## config.mk

```make
export PLATFORM = sky130hd
export DESIGN_NAME = fifo_reader_m_flat
export DESIGN_NICKNAME = d
export VERILOG_FILES = /design/src/rtl/fifo_reader_pkg.sv /design/src/rtl/fifo_reader_if.sv /design/src/rtl/skid_buf_m.sv /design/src/rtl/fifo_reader_m.sv /design/src/flat_wrapper.sv
export SDC_FILE = /design/constraint.sdc
export NUM_CORES = 1
export LEC_CHECK = 0
export ABC_AREA = 0
export ABC_CLOCK_PERIOD_IN_PS = 1140
export CAP_MARGIN = 40
export CORE_AREA = 8 8 45 47
export CTS_CLUSTER_SIZE = 30
export DETAILED_ROUTE_END_ITERATION = 12
export DIE_AREA = 0 0 53 55
export GPL_TIMING_DRIVEN = 0
export PLACE_DENSITY = 0.51
export REMOVE_ABC_BUFFERS = 1
export SLEW_MARGIN = 5
export SYNTH_ARGS = -nofsm -noshare
export SYNTH_HDL_FRONTEND = slang
export SYNTH_SLANG_ARGS = --single-unit
```

## constraint.sdc

```tcl
create_clock -name clk -period 1.14 [get_ports clk]
set_input_delay 0.114 -clock clk [delete_from_list [all_inputs] [get_ports clk]]
set_output_delay 0.114 -clock clk [all_outputs]
set_load 0.005 [all_outputs]
```

## src/rtl/fifo_reader_pkg.sv

```systemverilog
// Shared types and constants for the FIFO reader and its skid buffer.
package fifo_reader_pkg;

    // Occupancy of the two-entry skid buffer.
    typedef enum logic [1:0] {
        EMPTY = 2'd0,
        ONE   = 2'd1,
        TWO   = 2'd2
    } buf_state_e;

    localparam int unsigned CNT_W_DEFAULT = 16;

endpackage

```

## src/rtl/fifo_reader_if.sv

```systemverilog
// FIFO-read and output-stream signals of the FIFO reader.
// master: the reader itself; slave: the FIFO plus the downstream consumer.
interface fifo_reader_if #(
    parameter type DATA_ITEM_TYPE = logic
);
    DATA_ITEM_TYPE fifo_head;
    logic          fifo_empty;
    logic          fifo_rd_rst_busy;
    logic          fifo_pop;
    DATA_ITEM_TYPE out_data;
    logic          out_valid;
    logic          out_ready;

    modport master (
        input  fifo_head, fifo_empty, fifo_rd_rst_busy, out_ready,
        output fifo_pop, out_data, out_valid
    );

    modport slave (
        output fifo_head, fifo_empty, fifo_rd_rst_busy, out_ready,
        input  fifo_pop, out_data, out_valid
    );
endinterface

```

## src/rtl/skid_buf_m.sv

```systemverilog
// Two-entry skid buffer, valid/ready on both sides. in_ready and the output
// side come straight from registers, so no combinational path crosses it.
module skid_buf_m
    import fifo_reader_pkg::*;
#(
    parameter type DATA_ITEM_TYPE = logic
) (
    input  logic          clk,
    input  logic          rst,
    input  DATA_ITEM_TYPE in_data,
    input  logic          in_valid,
    output logic          in_ready,
    output DATA_ITEM_TYPE out_data,
    output logic          out_valid,
    input  logic          out_ready
);

    buf_state_e    state_q;
    DATA_ITEM_TYPE main_q;
    DATA_ITEM_TYPE skid_q;

    // Occupancy FSM: main holds the presented item, skid catches one extra.
    always_ff @(posedge clk or negedge rst) begin
        if (!rst) begin
            state_q <= EMPTY;
            main_q  <= '0;
            skid_q  <= '0;
        end else begin
            unique case (state_q)
                EMPTY: begin
                    if (in_valid) begin
                        main_q  <= in_data;
                        state_q <= ONE;
                    end
                end
                ONE: begin
                    if (in_valid && out_ready) begin
                        main_q <= in_data;
                    end else if (in_valid) begin
                        skid_q  <= in_data;
                        state_q <= TWO;
                    end else if (out_ready) begin
                        state_q <= EMPTY;
                    end
                end
                TWO: begin
                    // in_ready is low here, so nothing new can arrive.
                    if (out_ready) begin
                        main_q  <= skid_q;
                        state_q <= ONE;
                    end
                end
                default: state_q <= EMPTY;
            endcase
        end
    end

    assign in_ready  = (state_q != TWO);
    assign out_valid = (state_q != EMPTY);
    assign out_data  = main_q;

endmodule

```

## src/rtl/fifo_reader_m.sv

```systemverilog
// Consumer-side adapter for the FWFT FIFO: gates pops into a skid buffer and
// presents a registered valid/ready stream.
// Optional: define FIFO_READER_CNT_EN to add the item_cnt delivered counter.
module fifo_reader_m
    import fifo_reader_pkg::*;
#(
    parameter type         DATA_ITEM_TYPE = logic,
    parameter int unsigned CNT_W          = CNT_W_DEFAULT
) (
    input  logic              clk,
    input  logic              rst,
    input  logic              enable,
    fifo_reader_if.master     bus,
    output logic              idle
`ifdef FIFO_READER_CNT_EN
    ,
    output logic [CNT_W-1:0]  item_cnt
`endif
);

    if (CNT_W == 0) begin : g_cnt_w_check
        $error("fifo_reader_m: CNT_W must be nonzero");
    end

    logic buf_in_ready;

    // Pop only from registered state and FIFO flags; rst term keeps pop low
    // while the buffer is held in reset.
    always_comb begin
        bus.fifo_pop = rst && enable && !bus.fifo_empty && !bus.fifo_rd_rst_busy
                       && buf_in_ready;
    end

    skid_buf_m #(
        .DATA_ITEM_TYPE (DATA_ITEM_TYPE)
    ) u_skid_buf (
        .clk       (clk),
        .rst       (rst),
        .in_data   (bus.fifo_head),
        .in_valid  (bus.fifo_pop),
        .in_ready  (buf_in_ready),
        .out_data  (bus.out_data),
        .out_valid (bus.out_valid),
        .out_ready (bus.out_ready)
    );

    // Nothing buffered and nothing left in the FIFO.
    always_comb begin
        idle = !bus.out_valid && bus.fifo_empty;
    end

`ifdef FIFO_READER_CNT_EN
    logic [CNT_W-1:0] cnt_q;

    // Count every accepted output item, wrapping naturally.
    always_ff @(posedge clk or negedge rst) begin
        if (!rst) begin
            cnt_q <= '0;
        end else if (bus.out_valid && bus.out_ready) begin
            cnt_q <= cnt_q + CNT_W'(1);
        end
    end

    assign item_cnt = cnt_q;
`endif

endmodule

```

## src/flat_wrapper.sv

```systemverilog
// flat-port wrapper written by rule: the top's interface ports become plain ports
module fifo_reader_m_flat import fifo_reader_pkg::*;
#(
    parameter type         DATA_ITEM_TYPE = logic,
    parameter int unsigned CNT_W          = CNT_W_DEFAULT
)
  (clk, rst, enable, idle, bus_fifo_head, bus_fifo_empty, bus_fifo_rd_rst_busy, bus_out_ready, bus_fifo_pop, bus_out_data, bus_out_valid);
  fifo_reader_if #(.DATA_ITEM_TYPE(DATA_ITEM_TYPE)) bus_i ();
  input  logic clk;
  input  logic rst;
  input  logic enable;
  output logic idle;
  input wire logic [$bits(bus_i.fifo_head)-1:0] bus_fifo_head;
  input wire logic [$bits(bus_i.fifo_empty)-1:0] bus_fifo_empty;
  input wire logic [$bits(bus_i.fifo_rd_rst_busy)-1:0] bus_fifo_rd_rst_busy;
  input wire logic [$bits(bus_i.out_ready)-1:0] bus_out_ready;
  output wire logic [$bits(bus_i.fifo_pop)-1:0] bus_fifo_pop;
  output wire logic [$bits(bus_i.out_data)-1:0] bus_out_data;
  output wire logic [$bits(bus_i.out_valid)-1:0] bus_out_valid;
  assign bus_i.fifo_head = bus_fifo_head;
  assign bus_i.fifo_empty = bus_fifo_empty;
  assign bus_i.fifo_rd_rst_busy = bus_fifo_rd_rst_busy;
  assign bus_i.out_ready = bus_out_ready;
  assign bus_fifo_pop = bus_i.fifo_pop;
  assign bus_out_data = bus_i.out_data;
  assign bus_out_valid = bus_i.out_valid;
  fifo_reader_m #(.DATA_ITEM_TYPE(DATA_ITEM_TYPE), .CNT_W(CNT_W)) u_core (.clk(clk), .rst(rst), .enable(enable), .bus(bus_i), .idle(idle));
endmodule
```

-- Yosys cells after proc, flatten, opt, wreduce, memory -nomap -nowiden
Cells that the tools add are included.
- register bits: 4
- latch bits: 0
- memory bits (writable): 0
- bits in read-only memories: 0
- memories kept: 0
- add/subtract/negate cells: 0
- multipliers: 0
- div/mod/pow operators: 0
- order comparisons: 0
- eq/ne operators: 8
- shift-type cells: 0
- multiplexer cells: 10
- bitwise logic cells: 1
- reductions and logical operators: 15
- operator list (operator ; count):
    $mux W2 ; 5
    $ne A2 B2 Y1 const B ; 5
    $reduce_and A4 Y1 ; 2
    $logic_and A1 B1 Y1 ; 6
    $pmux W2 S3 ; 1
    $logic_not A1 Y1 ; 3
    $mux W1 ; 3
    $ne A3 B3 Y1 const B ; 1
    $pmux W1 S3 ; 1
    $reduce_and A3 Y1 ; 1
    $reduce_bool A3 Y1 ; 1
    $eq A2 B1 Y1 const B ; 1
    $eq A2 B2 Y1 const B ; 1
    $logic_not A2 Y1 ; 1
    $reduce_bool A2 Y1 ; 1
    $not A1 Y1 ; 1

-- Longest topological paths before layout
- word-level depth: 7
- mapped depth: 4
- mapped depth without buffers: 4

-- Modules after synthesis
Synthesis repeated with hierarchy kept, for this count alone.
- cells, all modules: 23
- area, all modules: 242.7 µm²
- modules (own cells, without submodules) (module ; instances ; cells an instance ; area each (µm²) ; seq. area each (µm²)):
    skid_buf_m ; 1 ; 20 ; 224.0 ; 100.1
    fifo_reader_m ; 1 ; 3 ; 18.8 ; 0.0

-- Worst setup path before layout
OpenSTA, ideal clock, no wires.
- kind: reg-to-reg
- start: register u_core.u_skid_buf.state_q[0]
- end: register u_core.u_skid_buf.main_q (netlist: u_core.u_skid_buf.out_data)
- setup time: 0.133 ns
- arrival: 1.054 ns
- data required time: 1.007 ns
- slack: -0.047 ns
- stages on the path, launching flop included: 5
- buffers on the path: 0
- clock period less this slack: 1.187 ns
- cells stage by stage: dfrtp_1 and2b_1 or3_1 a21oi_1 a221oi_1
- cells in the longest elaborated chain, start to end: 5
- elaborated cells between the ends (all ways): 12
- those cells by class: eq/ne: 6; mux: 1; reduce/logical: 5
- RTL lines (item ; RTL line ; text):
    from (decl) ; skid_buf_m.sv:18 ; buf_state_e state_q;
    from (signal assigned) ; skid_buf_m.sv:25 ; state_q <= EMPTY;
    from (signal assigned) ; skid_buf_m.sv:33 ; state_q <= ONE;
    from (signal assigned) ; skid_buf_m.sv:41 ; state_q <= TWO;
    $ne A2 B2 Y1 ; skid_buf_m.sv:58 ; assign in_ready = (state_q != TWO);
    $logic_and A1 B1 Y1 ; fifo_reader_m.sv:31 ; && buf_in_ready;
    $logic_and A1 B1 Y1 ; skid_buf_m.sv:37 ; if (in_valid && out_ready) begin
    $ne A2 B2 Y1 (no line) ; -- ;
    $reduce_and A4 Y1 (no line) ; -- ;
    to (signal assigned) ; skid_buf_m.sv:32 ; main_q <= in_data;
    to (signal assigned) ; skid_buf_m.sv:38 ; main_q <= in_data;
    to (signal assigned) ; skid_buf_m.sv:49 ; main_q <= skid_q;
    to (decl) ; skid_buf_m.sv:19 ; DATA_ITEM_TYPE main_q;
Several ways; a longest one is shown, not always the timed one.
A chain may end at the register's enable or synchronous reset.

-- Worst setup path in the final report
Ends and elaborated chain as after synthesis.

==> out/qor.yml <==
run:
  cap_viol_max_count: 0
floorplan:
  rows: 14
  die_w_um: 53
  die_area_mm2: 0.00292
  pin_count: 11
  core_region_area_mm2: 0.00138
  die_h_um: 55
  initial_utilization_pct: 18.1
global_routing:
  antenna_found_initial: 0
  grt_max_degree: 6
  grt_usage_pct: 5.32
  grt_pass1_wl_um: 1110
  overflow: 0
  first_global_vias: 269
synthesis:
  synth.cells.most_frequent: "5 x nor2_1, 4 x dfrtp_1, 3 x nand2_1"
  synth_top_area_share_pct: 40.0
  synth_ff_type: "dfrtp_1"
  synth_cells: 27
  synth-seq-area-share_pct: 40.0
  synth_top_family_by_area: "simple AND/OR/NAND/NOR gates"
  ys_types: 16
  yosysTopAreaCell: "dfrtp_1"
  synth_edf_count: 0
  syn_area_per_cell_um2: 9.27
  synth-compound-area-share_pct: 12.5
  yosys_warnings: 0
  muxShareOfSynthArea_pct: 8.50
  yosysMostFrequentCell: "nor2_1"
  synth_xor_area_share_pct: 0
  syn-cell-area_um2: 250
  synth_seq_cells: 4
  synthSimpleGateAreaFrac_pct: 36.0
  yosys.area_share.adder_pct: 0
  synthArstFlopShare_pct: 100
  yosys-top-cells-area: "dfrtp_1 40%, nand4bb_4 11%, nor2_1 7.5%"
run_status:
  outcome: "complete, but fails checks"
  violations: "negative setup slack"
critical_path:
  crit_path_start_kind: "flip-flop"
  end_kind: "flip-flop"
  crit_path_max_fanout: 4
  critical_path_required_ns: 1.24
  critical_path_class: "flip-flop to flip-flop"
  cp.arrival_ns: 1.45
layout:
  area_growth_pct: 90.0
  finalInstanceArea_um2: 475
  nets: 58
  layout-drive-gt1-share_pct: 42.9
  antenna_cells: 0
clocking:
  root_buffer: "clkbuf_4"
  h-tree-depth: 1
  numCtsBuffers: 3
  cts_buffer_depth: 2
  worstSkewPairLatency_ns: 0.23
  cts.sinks: 4
  clkTransAtPathRegs_ns: 0.04
  cts_tree: "done"
sta:
  finalMaxSlewViolations: 0
  skew_ns: 0.00337
  fin_crit_ns: 1.35
  period_share_pct: 118
  finalSetupViolations: 6
  rsz0062_at_grt: "true"
  finalHoldViolCount: 0
  max_freq_mhz: 742
  slew_headroom_pct: 84.7
  layout_setup_ws_ns: -0.208
  worstMarginPinSlew_ns: 0.229
detailed_routing:
  num_vias: 269
  drt-total-wl_um: 790
  postRouteAntennaNets: 0
  dr.pass1.iters: 2
  vias_per_cell: 4.14
  drc: 0
  avgRoutedWirePerCell_um: 12.2
  drt_iter0_drc: 2
min_path:
  hold_class: "input pin to flip-flop"
power:
  p_leak_nw: 0.242
  ir_drop_mv: 0.464
  report.power.total_w: 0.000495
  p_per_area_mw_per_mm2: 1040
place:
  dp_hpwl_um: 487
  dpl-instance-area_um2: 370
  io_buffers: 10
  gp_congestion: 0.718
## cell families after synthesis
logic type | Yosys count
simple gates | 14
buf+inv | 2
mux | 2
compound gates | 5
flops | 4
## state kept, by name, indices dropped and copies added (netlist names)
register,count
u_core.u_skid_buf.out_data,1
u_core.u_skid_buf.skid_q,1
u_core.u_skid_buf.state_q,2
## placed cells by master, fill, tap and decap left out
cell type	netlist	routed
o21ai_0	1	1
clkbuf_4	0	3
nor2_2	0	1
nand2_1	3	2
buf_4	0	7
clkdlybuf4s50_1	0	5
mux2i_1	1	1
buf_6	0	2
nand4bb_4	1	1
nor2b_1	1	1
a221oi_1	1	1
and2b_2	0	1
nand2_2	0	1
nor2_1	5	3
nor2_4	0	1
nand2b_1	1	1
a21boi_1	0	1
a21oi_1	2	2
mux2_4	0	1
dlygate4sd3_1	0	1
or2_4	0	1
dfrtp_1	4	4
buf_2	0	2
dlygate4sd2_1	0	2
or3_1	1	1
inv_1	2	2
## path summary, 6_finish.rpt
check,depth (start not counted),start,end,slack (ns)
max,5,u_core.u_skid_buf.state_q[0],u_core.u_skid_buf.out_data,-0.21
min,2,bus_out_ready,u_core.u_skid_buf.state_q[1],0.47
max reg2reg,5,u_core.u_skid_buf.state_q[0],u_core.u_skid_buf.out_data,-0.21
min reg2reg,1,u_core.u_skid_buf.skid_q,u_core.u_skid_buf.skid_q,0.52
max in group asynchronous,2,rst,u_core.u_skid_buf.state_q[1],0.47
min in group asynchronous,2,rst,u_core.u_skid_buf.out_data,0.49
## worst max-delay path: stages (launching register included)
cell and delay [ns]:
dfrtp_1 0.38, buf_6 0.13, and2b_2 0.21, or3_1 0.31, a21oi_1 0.13, a221oi_1 0.06
## per-stage QoR
step	std cells	setup TNS, ns	hold WS (ns)	util [%]	setup slack (ns)
finish	65	-0.862	0.474	34.4	-0.208
global route	65	-1.06	0.499	34.4	-0.232
CTS	62	-0.563	0.468	30.9	-0.190
detailed placement	53	-2.61	0.389	26.8	-0.582
global placement	53	-2.66	0.396	26.8	-0.589
floorplan	27	-0.0466	-0.182	-	-0.0466
## layout make-up
type / count / area, µm²
multi-input cells: 21 / 163
fillers: 148 / 908
well taps: 16 / 20.0
inverters: 2 / 7.51
clock buffers: 3 / 22.5
repair buffers: 19 / 163
flip-flops and latches: 4 / 100
## timing repair
item	4_1_cts	5_1_grt
pin swaps	2	2
resized for setup	17	7
setup buffers	5	3
hold endpoints to repair	4	0
setup endpoints to repair	7	6
hold buffers	1	0
## per-layer routing
layer  global-route usage, %  part of all wire [%]  wire, µm  vias up
met4                    2.59                     0         0        0
li1                        -                     -         -      135
met5                       0                     0         0        -
met2                    8.98                    57       454        4
met1                    5.21                    36       288      130
met3                    2.94                   5.8        46        0
## report_power, final
group / internal [W] / leakage [nW] / switching [W]
Combinational: 0.0000903 / 0.176 / 0.0000624
Clock: 0.000117 / 0.0138 / 0.0000540
Sequential: 0.000162 / 0.0524 / 0.00000889
No activity file was read; power rests on OpenSTA's default activity.
==> RTL edit: new RTL, same settings <==
Encoding of `buf_state_e`: now one-hot (3 bits for 3 states).
--- a/src/rtl/fifo_reader_pkg.sv
+++ b/src/rtl/fifo_reader_pkg.sv
@@ -4,6 +4,6 @@
     // Occupancy of the two-entry skid buffer.
-    typedef enum logic [1:0] {
-        EMPTY = 2'd0,
-        ONE   = 2'd1,
-        TWO   = 2'd2
+    typedef enum logic [2:0] {
+        EMPTY = 3'b001,
+        ONE   = 3'b010,
+        TWO   = 3'b100
     } buf_state_e;
Formal check against the unedited RTL: no difference found for any inputs over 10 cycles, from zero or initial values and one cycle with rst low; not proved beyond that.
==> RTL edit against the unedited design <==
- the run still ends with negative setup slack left
- cell area increased by 26%
- wire length is 5.3% higher
- area after synthesis increased by 30%
- sequential power grew 15%
- global-route usage up 1.4 points
- critical path depth is the same
- power grew 0.55%
- sequential cell count increased by 1
- worst setup slack got worse by 110 ps
- critical path type unchanged
- highest routed layer unchanged
==> RTL edit: results (changes against the unedited design) <==
status: finished with violations (unchanged)
worst clock skew: 0.126 ps (was 3.37 ps)
vias in the first global route: 347 (was 269)
Layout Cells excl Fill: 69 (was 65)
placed cell count: 55 (was 53)
failing checks: negative setup slack (unchanged)
GR Util All Layers: 6.74% (was 5.32%)
Max VDD drop: 0.523 mV (was 0.464 mV)
Vias: 305 (was 269)
met1 Use GR: 5.50% (was 5.21%)
Seq/Total Area, Yosys: 38.8% (was 40.0%)
initial drt markers: 1 (was 2)
pre-CTS WS: -713 ps (was -582 ps)
pin slew with the least headroom to its limit: 260 ps (was 229 ps)
met2 global-route usage: 11.5% (was 8.98%)
# H-tree levels: 1 (unchanged)
most instantiated cells after synthesis: 4 x dfrtp_1, 2 x a21oi_1, 2 x mux2_4, 2 x nand2b_1, 2 x nor2b_4 (was 5 x nor2_1, 4 x dfrtp_1, 3 x nand2_1, 2 x a21oi_1, 2 x inv_1)
worst setup margin: -322 ps (was -208 ps)
Worst-path clk slew: 40 ps (about the same)
Detailed Routing Iterations Pass 1: 2 (unchanged)
Synth area leaders: dfrtp_1 31%, mux2_4 9.2%, nor2b_4 8.5% (was dfrtp_1 40%, nand4bb_4 11%, nor2_1 7.5%)
routed wire length: 832 microns (was 790 microns)
Switch Pwr: 107 uW (was 125 uW)
GR Layer Usage met3: 4.28% (was 2.94%)
Hold Buf Count CTS: 2 (was 1)
share of layout cells above drive strength 1: 56.6% (was 42.9%)
Layout Nets: 61 (was 58)
routability cong.: 0.769 (was 0.718)
max reg flops: 3 (was 2)
wire length of the first global-routing pass: 1410 microns (was 1110 microns)
post-CTS sizing: 24 (was 17)
Hold WC Path Type: primary input to async pin (was primary input to register)
Avg Inst Size Synth: 11.2 sq um (was 9.27 sq um)
CP Max Fanout: 2 (was 4)
final setup vio count: 7 (was 6)
setup tns final: -1470 ps (was -862 ps)
largest net degree at the start of global routing: 7 (was 6)
Lkg Pwr: 0.000269 uW (was 0.000242 uW)
clk root buf: clkbuf_4 (unchanged)
Post-DP HPWL: 523 microns (was 487 microns)
Setup Buffers After CTS: 7 (was 5)
Synth cell types: 22 (was 16)
-- RTL edit: cell families after synthesis --
group           synth area share (%)
buf+inv                         1.15
flops                           38.8
compound gates                  12.3
simple gates                    35.0
mux                             12.7
-- RTL edit: layout make-up --
type	count	area, sq um
Clock buffer	4	26.3
Tap cell	16	20.0
Multi-Input combinational cell	23	233
Sequential cell	5	126
Timing Repair Buffer	20	190
Fill cell	140	785
Inverter	1	3.75
-- RTL edit: path summary, 6_finish.rpt --
path	from	cells past startpoint	to
max in group asynchronous	rst	2	u_core.u_skid_buf.skid_q
worst min-delay path	rst	2	u_core.u_skid_buf.state_q[1]
worst max-delay path	u_core.u_skid_buf.state_q[0]	5	u_core.u_skid_buf.out_data
worst min register to register	u_core.u_skid_buf.out_data	1	u_core.u_skid_buf.out_data
min in group clk	u_core.u_skid_buf.out_data	1	u_core.u_skid_buf.out_data
worst max register to register	u_core.u_skid_buf.state_q[0]	5	u_core.u_skid_buf.out_data
-- RTL edit: power by group through the flow --
stage	registers (uW)	clock network, uW	logic (uW)
CTS	195	209	100
detailed placement	199	0	87.8
floorplan	199	0	31.5
finish	196	196	106
global placement	199	0	88.9
global route	197	231	116
-- RTL edit: critical path, stage by stage, from the launching register on --
cell and delay, ps:
dfstp_2 560, buf_12 110, nor2b_4 30, buf_6 100, mux2_4 280, mux2_4 250
-- RTL edit: per-stage QoR --
stage               area [sq um]  hold slack [ps]
floorplan                    325             -182
global placement             445              368
detailed placement           445              365
CTS                          567              400
global route                 599              427
finish                       599              402
-- RTL edit: per-layer routing --
metal	up-vias	part of all wire, %
li1	152	-
met3	0	9.7
met4	0	0
met1	144	38
met2	9	52
met5	-	0
